**config.mk**
```make
export PLATFORM = sky130hd
export DESIGN_NAME = uart_byte_rx
export DESIGN_NICKNAME = d
export VERILOG_FILES = /design/src/rtl/uart_byte_rx.sv
export SDC_FILE = /design/constraint.sdc
export NUM_CORES = 1
export LEC_CHECK = 0
export BUFFER_PORTS_ARGS = -buffer_cell sky130_fd_sc_hd__buf_2
export CORE_UTILIZATION = 30
export CTS_CLUSTER_DIAMETER = 200
export DETAILED_ROUTE_END_ITERATION = 8
export PLACE_DENSITY_LB_ADDON = 0.1
export SLEW_MARGIN = 5
export SYNTH_ARGS = -nofsm -noshare
export SYNTH_HDL_FRONTEND = slang
export SYNTH_SLANG_ARGS = --single-unit
```
**constraint.sdc**
```tcl
create_clock -name clk -period 1.9 [get_ports clk]
set_input_delay 0.19 -clock clk [delete_from_list [all_inputs] [get_ports clk]]
set_output_delay 0.19 -clock clk [all_outputs]
set_load 0.02 [all_outputs]
```
**src/rtl/uart_byte_rx.sv**
```systemverilog
// 8N1 UART receiver (8E1 when UART_RX_PARITY_EN is defined); byte out ~2+HALF+9*CLKS_PER_BIT+1 clocks after the start edge.
// No back-pressure: rx_done/frame_err/parity_err are single-cycle strobes and uart_rx_data holds until the next good byte.
module uart_byte_rx #(
  parameter int CLK_FREQ = 50000000,
  parameter int BAUD     = 115200
) (
  input  logic       clk,
  input  logic       rst,
  input  logic       uart_rxd,
  output logic [7:0] uart_rx_data,
  output logic       rx_done,
  output logic       frame_err,
  output logic       parity_err,
  output logic       rx_busy
);

  localparam int CLKS_PER_BIT = CLK_FREQ / BAUD;
  localparam int HALF         = CLKS_PER_BIT / 2;
  localparam int CNT_W        = (CLKS_PER_BIT > 1) ? $clog2(CLKS_PER_BIT) : 1;
  localparam logic [CNT_W-1:0] CNT_LAST = CNT_W'(CLKS_PER_BIT - 1);
  localparam logic [CNT_W-1:0] CNT_MID  = CNT_W'(HALF - 1);

  generate
    if (CLKS_PER_BIT < 4) begin : g_bad_baud
      $error("uart_byte_rx: CLK_FREQ/BAUD must be at least 4");
    end
  endgenerate

  typedef enum logic [2:0] {IDLE, START, DATA, PARITY, STOP, BREAK} state_t;

  state_t           state, state_nxt;
  logic [CNT_W-1:0] cnt, cnt_nxt;
  logic [2:0]       bit_idx, bit_idx_nxt;
  logic [7:0]       shreg, shreg_nxt;
  logic             rx_meta, rx_s;
  logic             done_nxt, ferr_nxt, perr_nxt;
`ifdef UART_RX_PARITY_EN
  logic             par_bad, par_bad_nxt;
`endif

  always_comb begin
    state_nxt   = state;
    cnt_nxt     = cnt;
    bit_idx_nxt = bit_idx;
    shreg_nxt   = shreg;
    done_nxt    = 1'b0;
    ferr_nxt    = 1'b0;
    perr_nxt    = 1'b0;
`ifdef UART_RX_PARITY_EN
    par_bad_nxt = par_bad;
`endif
    case (state)
      IDLE: begin
        if (!rx_s) begin
          state_nxt = START;
          cnt_nxt   = '0;
        end
      end
      START: begin
        if (cnt == CNT_MID) begin
          cnt_nxt     = '0;
          bit_idx_nxt = 3'd0;
          state_nxt   = rx_s ? IDLE : DATA;
        end else begin
          cnt_nxt = cnt + CNT_W'(1);
        end
      end
      DATA: begin
        if (cnt == CNT_LAST) begin
          cnt_nxt            = '0;
          shreg_nxt[bit_idx] = rx_s;
          bit_idx_nxt        = bit_idx + 3'd1;
          if (bit_idx == 3'd7) begin
`ifdef UART_RX_PARITY_EN
            state_nxt = PARITY;
`else
            state_nxt = STOP;
`endif
          end
        end else begin
          cnt_nxt = cnt + CNT_W'(1);
        end
      end
`ifdef UART_RX_PARITY_EN
      PARITY: begin
        if (cnt == CNT_LAST) begin
          cnt_nxt     = '0;
          par_bad_nxt = (rx_s != ^shreg);
          state_nxt   = STOP;
        end else begin
          cnt_nxt = cnt + CNT_W'(1);
        end
      end
`endif
      STOP: begin
        if (cnt == CNT_LAST) begin
          cnt_nxt = '0;
          // A low stop bit wins over any parity verdict.
          if (!rx_s) begin
            ferr_nxt  = 1'b1;
            state_nxt = BREAK;
          end else begin
            state_nxt = IDLE;
`ifdef UART_RX_PARITY_EN
            if (par_bad) perr_nxt = 1'b1;
            else         done_nxt = 1'b1;
`else
            done_nxt = 1'b1;
`endif
          end
        end else begin
          cnt_nxt = cnt + CNT_W'(1);
        end
      end
      BREAK: begin
        if (rx_s) state_nxt = IDLE;
      end
      default: state_nxt = IDLE;
    endcase
  end

  always_ff @(posedge clk) begin
    if (rst) begin
      rx_meta      <= 1'b1;
      rx_s         <= 1'b1;
      state        <= IDLE;
      cnt          <= '0;
      bit_idx      <= 3'd0;
      shreg        <= 8'h00;
      uart_rx_data <= 8'h00;
      rx_done      <= 1'b0;
      frame_err    <= 1'b0;
      parity_err   <= 1'b0;
`ifdef UART_RX_PARITY_EN
      par_bad      <= 1'b0;
`endif
    end else begin
      rx_meta    <= uart_rxd;
      rx_s       <= rx_meta;
      state      <= state_nxt;
      cnt        <= cnt_nxt;
      bit_idx    <= bit_idx_nxt;
      shreg      <= shreg_nxt;
      rx_done    <= done_nxt;
      frame_err  <= ferr_nxt;
      parity_err <= perr_nxt;
`ifdef UART_RX_PARITY_EN
      par_bad    <= par_bad_nxt;
`endif
      if (done_nxt) uart_rx_data <= shreg;
    end
  end

  assign rx_busy = (state != IDLE);

endmodule
```
======== After elaboration in Yosys (flattened, before gate mapping) ========
Cells that the tools add are included.
word-level totals
  output and inout bits ................... 12
  word-level logic and storage cells ...... 62
  input port bits ......................... 3
  register bits ........................... 35
operators by class
  multiplexer cells ....................... 23
  reduce and logical (&&, ||, !) cells .... 11
  add/sub/neg operators ................... 2
  eq/ne operators ......................... 13
  bitwise operators ....................... 2
  magnitude comparators ................... 2
operators by type and width
  operator                                                    number
  two-way mux 3 bit                                           9
  two-way mux 9 bit                                           3
  one-hot mux 9 bit (3 select lines)                          1
  one-hot mux 3 bit (5 select lines)                          1
  inequality test 2 bit, second input constant                6
  adder 9 x 1 -> 9 bit, second input constant                 1
  == test 3 bit, second input constant                        3
  == test 9 x 8 -> 1 bit, second input constant               1
  == test 9 bit, second input constant                        1
  bitwise mux 8 bit                                           1
  one-hot mux 3 bit (2 select lines)                          1
  AND reduction 6 bit                                         1
  nonzero test 3 bit                                          2
  two-way mux 1 bit                                           5
  less-than comparator 3 x 4 -> 1 bit, second input constant  1
  AND reduction 2 bit                                         2
  adder 3 x 1 -> 3 bit, second input constant                 1
  demux 1 bit (select 3 bit)                                  1
  == test 3 x 1 -> 1 bit, second input constant               1
  == test 3 x 2 -> 1 bit, second input constant               1
  >= comparator 3 x 1 -> 1 bit, second input constant         1
  zero test 3 bit                                             1
  AND reduction 3 bit                                         1
  OR reduction 3 bit                                          1
  5 further kinds                                             6

======== Longest topological paths before layout ========
Gate-level depths: netlist of the first run.
  depth in word-level cells ............... 5
  depth in mapped cells ................... 8

======== Worst setup path before layout of the first run ========
Ideal clock, no wire load.
  kind .................................... reg2reg
  from .................................... reg cnt[0]
  to ...................................... reg bit_idx[0]
  arrival ................................. 1.670 ns
  period minus slack after synthesis ...... 1.733 ns
  slack ................................... 0.167 ns
  cell stages (with the launch flop) ...... 8
  path through ............................ dfxtp_1 ha_1 and4b_1 buf_4 nand4b_1 or4_1 mux2_2 nor2_2
between the ends
  word-level cells in the longest chain between the ends .. 3
ends and longest elaborated chain
  item                                                     RTL line  text
  start: declaration                                       32        logic [CNT_W-1:0] cnt, cnt_nxt;
  start signal: assignment                                 141       cnt <= cnt_nxt;
  == test 9 bit or == test 9 x 8 -> 1 bit (tied branches)  69, 60
  inequality test 2 bit (no source line)                   n/a
  AND reduction 3 bit (no source line) *                   n/a
  end signal: assignment                                   142       bit_idx <= bit_idx_nxt;
  end: declaration                                         33        logic [2:0] bit_idx, bit_idx_nxt;
Every way passes the cells marked *; elsewhere a longest branch is shown, timed or not.
A chain may end at the register's enable or synchronous reset.

======== Worst setup path in the final report of the first run ========
  from .................................... reg cnt[1]
  to ...................................... reg bit_idx[0]
The elaborated chain is that of the path after synthesis.

==> impl_results.md, run 1 <==
- Iteration-0 DRC Markers: 27
- Clock sink count: 35
- Die X: around 77 um
- FF+latch area: 705.7 um^2
- Num CTS Buffers: 5
- Clk_skew: around 6.7 ps
- Syn Inst Count: 194
- Final setup vio count: 0
- Critical Path Max Stage Delay: around 520 ps
- I/O Buffers: 13
- Cell variety after synth: approximately 40
- Worst hold stages: 2
- Root Driver: clkbuf_8
- Max VDD drop: about 0.0004 V
- Setup WS pre-CTS: between 50 and 60 ps
- Area Growth Syn to Fin: 22.01%
- Crit path DAT: 2050 ps
- DR top layer: met4
- First-pass GRT wire length: 6699 um
- Yosys Warn Count: 0
- Cell Pwr Density: roughly 700 nW/um^2
- Hold Vio Cnt, Final: 0
- Slew HR: 0.5337
- Vias in the first global route: about 1400
- Fmax: 0.5477 GHz
- Area of the multi-input gates: 979.7 um^2
- Rows: 27
- Die footprint: between 5000 and 6000 um^2
- Met3 WL: approximately 130 um
- Yosys reg bits: 35
- Worst-Skew Late Latency: between 200 and 300 ps
- Ys async rst share: 0
- Met2 WL: approximately 1800 um
- H-tree depth: 2
- Initial antenna violation count: 0
- Longest Clk Path Bufs: 2
- CTS Hold Bufs: 0
- Setup TNS: 0 ps
- Most frequent cells in the layout: dfxtp_1 (31), nor2_1 (24), mux2i_1 (15), buf_4 (15)
- WP buf/inv: 1
- CP Data Required Time: 2130 ps
- Status: complete, no violations
- Avg Inst Size Synth: 8.791 um^2
- Top FF cell, synth: dfxtp_1
- Starting Density: 0.3097
- Gpl congestion: 0.7425
- CP Cell Sequence: inv_2 > ha_4 > and4b_2 > nand4b_1 > or4_1 > mux2_4 > nor2_2
- Largest net degree at the start of global routing: 37
- Crit Path Class: reg2reg
- Layout cells sized above 1: 0.2615
- Post-DP HPWL: about 2700 um
- Final Cycle Share: 0.9609
- Commonest non-fill, non-tap cell in the layout: dfxtp_1
- Worst reg2reg path depth: 7
- Core Region: between 5000 and 6000 um^2
- Die H: 77.40 um
- CTS tree: yes
- CP Capture Type: register
- Worst Hold Class: in2reg
- Overall routing resource usage: 0.1428
- Clock period minus worst slack: ~1800 ps
- Mapped cell area: between 1500 and 2000 um^2
- Worst-path clk slew: approximately 80 ps
- Max Slew Vio Count: 0
- Startpoint types: register
- Routed len/inst: 13.88 um
- Gr ovfl total: 0
- Sequential cell area fraction in the yosys report: 0.4109
- Number of synthesized flops with an enable pin: 0
- Crit path max-delay cell type: or4_1
- Slew @ Worst Pin: 699.4 ps
- Levels on crit path: 7
- # nets final: approximately 230
- Syn nets: 202
- Leakage: 0.0008587 uW
- Fillers: about 560
- Router iterations before antenna repair: 4
- Cell family with most CP delay: simple AND/OR/NAND/NOR gates
- Drc violations: 0
- Routed WL: between 4000 and 5000 um
- Max-Cap Viols: 0
- Peak fanout along the critical path: 5
- Final ANT Viol Nets: 0
- Placed Area: approximately 1900 um^2
- Fin worst setup slack: roughly 74 ps
- Vias after detailed routing: 1441
- Antenna diode count: 0
- I/O Pins: 15
- Final instance area: approximately 2100 um^2
- FF-to-FF setup slack: 70 ps
- Routed vias/inst: about 5
- Wire length on met1: 2047 um
[where the power goes]
part | internal [uW] | switching, uW | total, uW
clock | 391 | 278 | 669
sequential | 737 | 2.64 | 739
combinational | 17.4 | 34.9 | 52.3
[cells in the mapped netlist, drive strengths merged (4+ instances only)]
| cell | count | area, um^2 |
|---|---|---|
| dfxtp | 35 | 700.7 |
| nor2 | 25 | 96.35 |
| mux2i | 15 | 150.1 |
| nand2 | 13 | 48.80 |
| nand3 | 12 | 60.06 |
| a21oi | 11 | 55.05 |
| clkbuf | 8 | 30.03 |
| ha | 5 | 62.56 |
| nand2b | 5 | 31.28 |
| nor3b | 5 | 42.54 |
| o21ai | 5 | 25.02 |
| buf | 4 | 25.02 |
| inv | 4 | 15.01 |
| nand3b | 4 | 30.03 |
[worst register-to-register path, delay by kind of cell, from the launching register on]
family,cells,cell delay [ps]
buf+inv,1,70
fa+ha+maj,1,120
mux,1,280
simple gates,4,980
flops,1,330
[state kept, by name, summed over array words and instances (netlist names)]
name / cells
shreg: 8
state: 3
rx_meta: 1
bit_idx: 3
cnt: 9
uart_rx_data: 8
frame_err: 1
rx_s: 1
rx_done: 1
[layer usage]
metal | vias to the layer above | global-route usage
met5 | - | 0
met4 | 0 | 0.04528
met3 | 2 | 0.04824
met2 | 23 | 0.2150
met1 | 688 | 0.1909
li1 | 728 | -
[layout make-up]
class	count	area share
Multi-Input combinational cell	143	0.4708
Inverter	4	0.007216
Timing Repair Buffer	28	0.08539
Sequential cell	35	0.3391
Clock buffer	5	0.03307
Clock inverter	3	0.02105
Tap cell	72	0.04330
[final timing paths]
check	start	endpoint
hold reg to reg	rx_meta$_SDFF_PP1_	rx_s$_SDFF_PP1_
setup / recovery	cnt[1]$_SDFFE_PP0P_	bit_idx[0]$_SDFFE_PP0P_
hold / removal	uart_rxd	rx_meta$_SDFF_PP1_
setup reg to reg	cnt[1]$_SDFFE_PP0P_	bit_idx[0]$_SDFFE_PP0P_
[kinds of logic (layout without fill, tap and decap cells)]
| kind of cell | after synthesis | in the layout | share of synthesized area |
|---|---|---|---|
| buffers and inverters | 16 | 40 | 0.04108 |
| AOI/OAI and AO/OA | 27 | 27 | 0.09685 |
| xor gates and xnor gates | 3 | 3 | 0.01541 |
| muxes | 16 | 16 | 0.09464 |
| other | 1 | 1 | 0.002199 |
| adders and majority gates | 5 | 5 | 0.03668 |
| DFF | 35 | 35 | 0.4109 |
| and+or+nand+nor | 91 | 91 | 0.3023 |
[stage by stage]
step                std cells  utilization  hold WS, ps  total power [uW]
floorplan                 194            -        293.8             789.8
global placement          277       0.3415        374.0             803.9
detailed placement        277       0.3415        375.4             805.4
CTS                       285       0.3620        72.49              1484
global route              290       0.3779        72.37              1526
finish                    290       0.3779        85.51              1461
[repair_timing]
action,4_1_cts,5_1_grt
hold endpoints to repair,0,0
setup endpoints to repair,0,12
setup buffers,0,5
gates resized for setup,0,16
Note: power is estimated with default switching activity, not from simulation.
==> inputs of run 2 (changes only) <==
- CAP_MARGIN: unset -> 20
- CELL_PAD_IN_SITES_DETAIL_PLACEMENT: unset -> 2
- CELL_PAD_IN_SITES_GLOBAL_PLACEMENT: unset -> 2
- CORE_UTILIZATION: 30 -> 31
==> run 2 against run 1 <==
  * Die area is 3.1% lower
  * Clock power is 5.7% higher
  * Sequential share of layout area rose by 0.12 points
  * Flip-flop and latch count unchanged
  * Clock skew fell by 0.68 ps
  * Critical path type unchanged
==> impl_results.md, run 2 (synthesis results as in run 1) <==
- Starting Density: 0.3276 (was 0.3097)
- Pint: 1179 uW (was 1145 uW)
- CTS tree: yes (unchanged)
- Final ANT Viol Nets: 0 (unchanged)
- Vias in the first global route: 1615 (was 1371)
- GRT met2 Usage: 0.3018 (was 0.2150)
- Worst flop-to-flop path endpoint: shreg[6]$_SDFFE_PP0P_ (was bit_idx[0]$_SDFFE_PP0P_)
- Final Cycle Share: 0.9781 (was 0.9609)
- Util after Layout: 0.3998 (was 0.3779)
- # nets final: 225 (unchanged)
- Clock period minus worst slack: 1858 ps (was 1826 ps)
- Largest net degree at the start of global routing: 37 (unchanged)
- Worst Hold Class: in2reg (unchanged)
- Non-Filler Instances: 288 (was 290)
- Crit path max-delay cell type: nor3b_1 (was or4_1)
- I/O Pins: 15 (unchanged)
- Die H: 76.17 um (was 77.40 um)
- Worst-Skew Late Latency: 290 ps (was 280 ps)
- Die footprint: 5802 um^2 (was 5990 um^2)
- Routed len/inst: 16.58 um (was 13.88 um)
- Sw power: 320.7 uW (was 316.0 uW)
- Gpl congestion: 0.7983 (was 0.7425)
- Clock sink count: 35 (unchanged)
- Busiest metal layer after global routing: met2 (unchanged)
- Hold Vio Cnt, Final: 0 (unchanged)
- M1 GR Usage: 0.2325 (was 0.1909)
- Unrepaired setup endpoints after global routing: yes
- Num CTS Buffers: 5 (unchanged)
- Drc violations: 0 (unchanged)
- CP Cell Sequence: inv_2 > ha_4 > and4b_2 > buf_4 > nand4_1 > nor3b_1 > mux2i_1 > nor2_1 (was inv_2 > ha_4 > and4b_2 > nand4b_1 > or4_1 > mux2_4 > nor2_2)
- Design Power: 1500 uW (was 1461 uW)
- Overall routing resource usage: 0.1783 (was 0.1428)
- Antenna diode count: 0 (unchanged)
- Vias after detailed routing: 1499 (was 1441)
- I/O Buffers: 13 (unchanged)
- Worst-path clk slew: 80 ps (about the same)
- First-pass GRT wire length: 8217 um (was 6699 um)
- Peak fanout along the critical path: 5 (unchanged)
- Worst hold start: uart_rxd (unchanged)
- Commonest non-fill, non-tap cell in the layout: dfxtp_1 (unchanged)
- Critical Path Max Stage Delay: 340 ps (was 520 ps)
- Leakage: 0.0008608 uW (was 0.0008587 uW)
- Sw frac: 0.2138 (was 0.2163)
- Status: complete, no violations (unchanged)
- Iteration-0 DRC Markers: 38 (was 27)
- Rows: 26 (was 27)
- Core Region: 5205 um^2 (was 5507 um^2)
- Router iterations before antenna repair: 4 (unchanged)
- Area Growth Syn to Fin: 22.01% (unchanged)
- Crit Path Class: reg2reg (unchanged)
- Worst reg2reg path depth: 8 (was 7)
- Largest registers: cnt: 9 flops, shreg: 8 flops, uart_rx_data: 8 flops (unchanged)
- H-tree depth: 2 (unchanged)
- Combinational power share: 0.036 (about the same)
- Routed WL: 4774 um (was 4026 um)
- Cell Pwr Density: 720.9 nW/um^2 (was 701.9 nW/um^2)
- Most frequent cells in the layout: dfxtp_1 (29), nor2_1 (24), mux2i_1 (15), buf_4 (15) (was dfxtp_1 (31), nor2_1 (24), mux2i_1 (15), buf_4 (15))
- Final setup vio count: 0 (unchanged)
- Share of power burned in registers: 0.493 (was 0.506)
- Slew @ Worst Pin: 674.1 ps (was 699.4 ps)
- Root Driver: clkbuf_8 (unchanged)
- Die X: 76.17 um (was 77.40 um)
- Hold EP: rx_meta$_SDFF_PP1_ (unchanged)
- Crit path DAT: 2010 ps (was 2050 ps)
- Reg-to-Reg Start: cnt[1]$_SDFFE_PP0P_ (unchanged)
- Max Slew Vio Count: 0 (unchanged)
- Worst hold stages: 2 (unchanged)
- CP Capture Type: register (unchanged)
- Slew HR: 0.5506 (was 0.5337)
- Startpoint types: register (unchanged)
- Max-Cap Viols: 0 (unchanged)
- Initial antenna violation count: 0 (unchanged)
- Longest Clk Path Bufs: 2 (unchanged)
- FF-to-FF setup slack: 40 ps (was 70 ps)
- Max VDD drop: 0.0003749 V (was 0.0004049 V)
- Routed vias/inst: 5.205 (was 4.969)
- Number of flip-flops in the largest register: 9 (unchanged)
- Worst hold slack: 78.78 ps (was 85.51 ps)
- Fmax: 0.5381 GHz (was 0.5477 GHz)
- Post-placement cell count: 276 (was 277)
- Largest Register: cnt (unchanged)
- Post-DP HPWL: 3404 um (was 2718 um)
- Clock power share: 0.471 (was 0.458)
- Clk_skew: 6.049 ps (was 6.728 ps)
- M3 GR Usage: 0.03353 (was 0.04824)
- CP Data Required Time: 2050 ps (was 2130 ps)
- Layout cells sized above 1: 0.2661 (was 0.2615)
- CTS Hold Bufs: 0 (unchanged)
- Gr ovfl total: 0 (unchanged)
-- run 2: routing by layer --
metal	vias up	part of all wire
met2	16	0.48
met4	0	0.010
met5	-	0
met3	6	0.021
li1	729	-
met1	748	0.49
-- run 2: per-stage QoR --
| stage | area [um^2] | worst slack, ps | setup TNS, ps |
|---|---|---|---|
| floorplan | 1705 | 167.1 | 0 |
| global placement | 1886 | 96.18 | 0 |
| detailed placement | 1886 | -2.663 | -2.663 |
| CTS | 2068 | 15.98 | 0 |
| global route | 2081 | -58.60 | -148.4 |
| finish | 2081 | 41.55 | 0 |
-- run 2: power groups by stage --
stage	combinational [uW]	clock (uW)	sequential, uW
global placement	49.8	0	756
detailed placement	50.8	0	756
floorplan	33.7	0	756
CTS	53.4	727	739
global route	59.0	769	740
finish	53.7	707	740
-- run 2: worst max-delay path by stage --
stage / start / to / slack, ps / cells past startpoint
finish: cnt[1]$_SDFFE_PP0P_ / shreg[6]$_SDFFE_PP0P_ / 40 / 8
global route: cnt[1]$_SDFFE_PP0P_ / shreg[6]$_SDFFE_PP0P_ / -60 / 8
CTS: cnt[6]$_SDFFE_PP0P_ / bit_idx[0]$_SDFFE_PP0P_ / 20 / 5
detailed placement: cnt[1]$_SDFFE_PP0P_ / bit_idx[0]$_SDFFE_PP0P_ / -3 / 7
global placement: cnt[1]$_SDFFE_PP0P_ / bit_idx[0]$_SDFFE_PP0P_ / 100 / 7
floorplan: cnt[0]$_SDFFE_PP0P_ / bit_idx[0]$_SDFFE_PP0P_ / 170 / 7
-- run 2: critical path: cells and delay by family, from the launching register on --
| kind | cells | cell delay (ps) |
|---|---|---|
| multiplexers | 1 | 220 |
| buffers and inverters | 2 | 200 |
| adder cells (fa/ha/maj) | 1 | 120 |
| AND/OR/NAND/NOR | 4 | 850 |
| flip-flops | 1 | 330 |
-- run 2: repair_timing --
action | CTS | global route
hold endpoints to repair | 0 | 0
buffers inserted | 4 | 0
gates resized for setup | 13 | 4
pin swaps | 4 | 2
endpoints found under the setup margin | 4 | 18
-- run 2: final cells by class --
type,instances,area [um^2]
inverters,4,15.01
clock buffers,6,82.58
flip-flops and latches,35,708.2
multi-input cells,143,974.7
clock inverters,2,35.03
repair buffers,28,177.7
fillers,603,3124
well taps,70,87.58
==> inputs of run 3 (changes only) <==
- SETUP_SLACK_MARGIN: unset -> 0.3
==> run 3 against run 2 <==
  * Clock power shrank 25%
  * Utilization up 4.5 points
  * Highest routed layer unchanged
  * Critical path depth shrank 1
  * Via count grew 2.9%
  * Largest cell class unchanged
  * Cell count increased by 4.9%
  * First-iteration DRC count increased by 55%
  * Clock skew is essentially flat
  * Hold slack barely moved
  * Global-route usage up 0.87 points
  * Sequential share of layout area decreased by 3.0 points
  * Flip-flop and latch count is the same
  * Sequential power shrank 0.5%
==> impl_results.md, run 3 (synthesis results as in run 1) <==
- Pint: 1013 uW (was 1179 uW)
- Routed WL: 5493 um (was 4774 um)
- Sw frac: 0.2389 (was 0.2138)
- Gpl congestion: 0.8196 (was 0.7983)
- Critical Path Max Stage Delay: 420 ps (was 340 ps)
- Drc violations: 0 (unchanged)
- # nets final: 239 (was 225)
- Vias after detailed routing: 1543 (was 1499)
- Worst Hold Class: in2reg (unchanged)
- WP buf/inv: 1 (was 2)
- Cell family with most CP delay: simple AND/OR/NAND/NOR gates (unchanged)
- Core Region: 5205 um^2 (unchanged)
- Iteration-0 DRC Markers: 59 (was 38)
- Worst-Skew Late Latency: 290 ps (about the same)
- Max-Cap Viols: 0 (unchanged)
- Clock sink count: 35 (unchanged)
- Unrepaired setup endpoints after global routing: yes (unchanged)
- Status: complete, no violations (unchanged)
- Leakage: 0.0009407 uW (was 0.0008608 uW)
- Crit path DAT: 2000 ps (was 2010 ps)
- Routed vias/inst: 5.109 (was 5.205)
- Largest net degree at the start of global routing: 37 (unchanged)
- Crit path max-delay cell type: or4_1 (was nor3b_1)
- Share of power burned in registers: 0.553 (was 0.493)
- Num CTS Buffers: 5 (unchanged)
- Hold Vio Cnt, Final: 0 (unchanged)
- Largest Register: cnt (unchanged)
- Final setup vio count: 0 (unchanged)
- Setup TNS: 0 ps (unchanged)
- Most frequent cells in the layout: dfxtp_1 (27), buf_4 (25), nor2_1 (24), mux2i_1 (15), buf_2 (13) (was dfxtp_1 (29), nor2_1 (24), mux2i_1 (15), buf_4 (15))
- Max Slew Vio Count: 0 (unchanged)
- Antenna diode count: 0 (unchanged)
- CP Data Required Time: 2130 ps (was 2050 ps)
- CTS Hold Bufs: 0 (unchanged)
- Gr ovfl total: 0 (unchanged)
- Root Driver: clkbuf_8 (unchanged)
- Fillers: 557 (was 603)
- Slew @ Worst Pin: 693.5 ps (was 674.1 ps)
- CTS tree: yes (unchanged)
- Area of the multi-input gates: 1114 um^2 (was 974.7 um^2)
- Layout cells sized above 1: 0.3966 (was 0.2661)
- CP Capture Type: register (unchanged)
- I/O Buffers: 13 (unchanged)
- Cell Pwr Density: 574.4 nW/um^2 (was 720.9 nW/um^2)
- Worst-path clk slew: 70 ps (was 80 ps)
- Commonest non-fill, non-tap cell in the layout: dfxtp_1 (unchanged)
- Final Cycle Share: 0.9324 (was 0.9781)
- Largest registers: cnt: 9 flops, shreg: 8 flops, uart_rx_data: 8 flops (unchanged)
- Number of flip-flops in the largest register: 9 (unchanged)
- First-pass GRT wire length: 8383 um (was 8217 um)
- Router iterations before antenna repair: 4 (unchanged)
- Peak fanout along the critical path: 4 (was 5)
- Crit Path Class: reg2reg (unchanged)
- Slew HR: 0.5377 (was 0.5506)
- Final ANT Viol Nets: 0 (unchanged)
- Post-DP HPWL: 3311 um (was 3404 um)
- Area Growth Syn to Fin: 35.88% (was 22.01%)
- Rows: 26 (unchanged)
- Combinational power share: 0.048 (was 0.036)
- Die X: 76.17 um (unchanged)
- Sw power: 317.9 uW (was 320.7 uW)
- H-tree depth: 2 (unchanged)
- Final instance area: 2317 um^2 (was 2081 um^2)
- Die footprint: 5802 um^2 (unchanged)
- Initial antenna violation count: 0 (unchanged)
- Fmax: 0.5644 GHz (was 0.5381 GHz)
- Clock period minus worst slack: 1772 ps (was 1858 ps)
- Clk_skew: 5.869 ps (was 6.049 ps)
- I/O Pins: 15 (unchanged)
- Max VDD drop: 0.0002989 V (was 0.0003749 V)
- Overall routing resource usage: 0.1870 (was 0.1783)
- Vias in the first global route: 1658 (was 1615)
- CP Cell Sequence: inv_2 > ha_4 > and4b_2 > nand4b_1 > or4_1 > mux2_4 > nor2_2 (was inv_2 > ha_4 > and4b_2 > buf_4 > nand4_1 > nor3b_1 > mux2i_1 > nor2_1)
- Die H: 76.17 um (unchanged)
- Placed Area: 1874 um^2 (was 1886 um^2)
- Clock power share: 0.399 (was 0.471)
- Starting Density: 0.3276 (unchanged)
- Longest Clk Path Bufs: 2 (unchanged)
- FF+latch area: 718.2 um^2 (was 708.2 um^2)
- Routed len/inst: 18.19 um (was 16.58 um)
- Startpoint types: register (unchanged)
## run 3: final timing paths
kind	startpoint	endpoint	slack, ps	cells past startpoint
worst min register to register	rx_meta$_SDFF_PP1_	rx_s$_SDFF_PP1_	410	1
worst max register to register	cnt[1]$_SDFFE_PP0P_	bit_idx[0]$_SDFFE_PP0P_	130	7
worst min-delay path	uart_rxd	rx_meta$_SDFF_PP1_	80	2
worst max-delay path	cnt[1]$_SDFFE_PP0P_	bit_idx[0]$_SDFFE_PP0P_	130	7
## run 3: per-layer routing
layer | up-vias | part of all wire | wire (um) | track usage
li1 | 755 | - | - | -
met1 | 765 | 0.45 | 2473 | 0.2187
met2 | 17 | 0.52 | 2842 | 0.3345
met3 | 6 | 0.023 | 127 | 0.04671
met4 | 0 | 0.0093 | 51 | 0.05769
met5 | - | 0 | 0 | 0
## run 3: layout make-up
class	instances	area share
Clock inverter	2	0.005400
Multi-Input combinational cell	143	0.4806
Sequential cell	35	0.3099
Inverter	4	0.006479
Timing Repair Buffer	42	0.1285
Clock buffer	6	0.03132
Tap cell	70	0.03780
## run 3: metrics by stage
stage / hold WS (ps) / power (uW) / utilization / setup slack [ps] / cells
floorplan: 293.8 / 789.9 / - / 195.7 / 194
global placement: 375.4 / 803.3 / 0.3601 / 107.6 / 273
detailed placement: 378.9 / 805.2 / 0.3601 / 5.460 / 273
CTS: 70.76 / 1345 / 0.4089 / 162.9 / 290
global route: 74.49 / 1393 / 0.4452 / 56.58 / 302
finish: 78.66 / 1331 / 0.4452 / 128.4 / 302
## run 3: what timing repair did
action,in CTS,in global routing
gates resized for setup,31,21
endpoints found under the setup margin,29,30
pin swaps,10,13
buffers inserted,9,12
## run 3: worst reg2reg max path, delay by kind of cell, from the launching register on
family | cells | cell delay (ps)
adder cells (fa/ha/maj) | 1 | 130
flip-flops | 1 | 330
AND/OR/NAND/NOR | 4 | 880
buffers and inverters | 1 | 80
multiplexers | 1 | 290
## run 3: power groups by stage
stage	clock (uW)	sequential, uW	combinational [uW]
2_1_floorplan	0	756	33.7
3_3_place_gp	0	756	47.1
3_5_place_dp	0	756	49.0
4_1_cts	554	737	54.3
5_1_grt	588	736	68.9
6_report	531	736	63.9
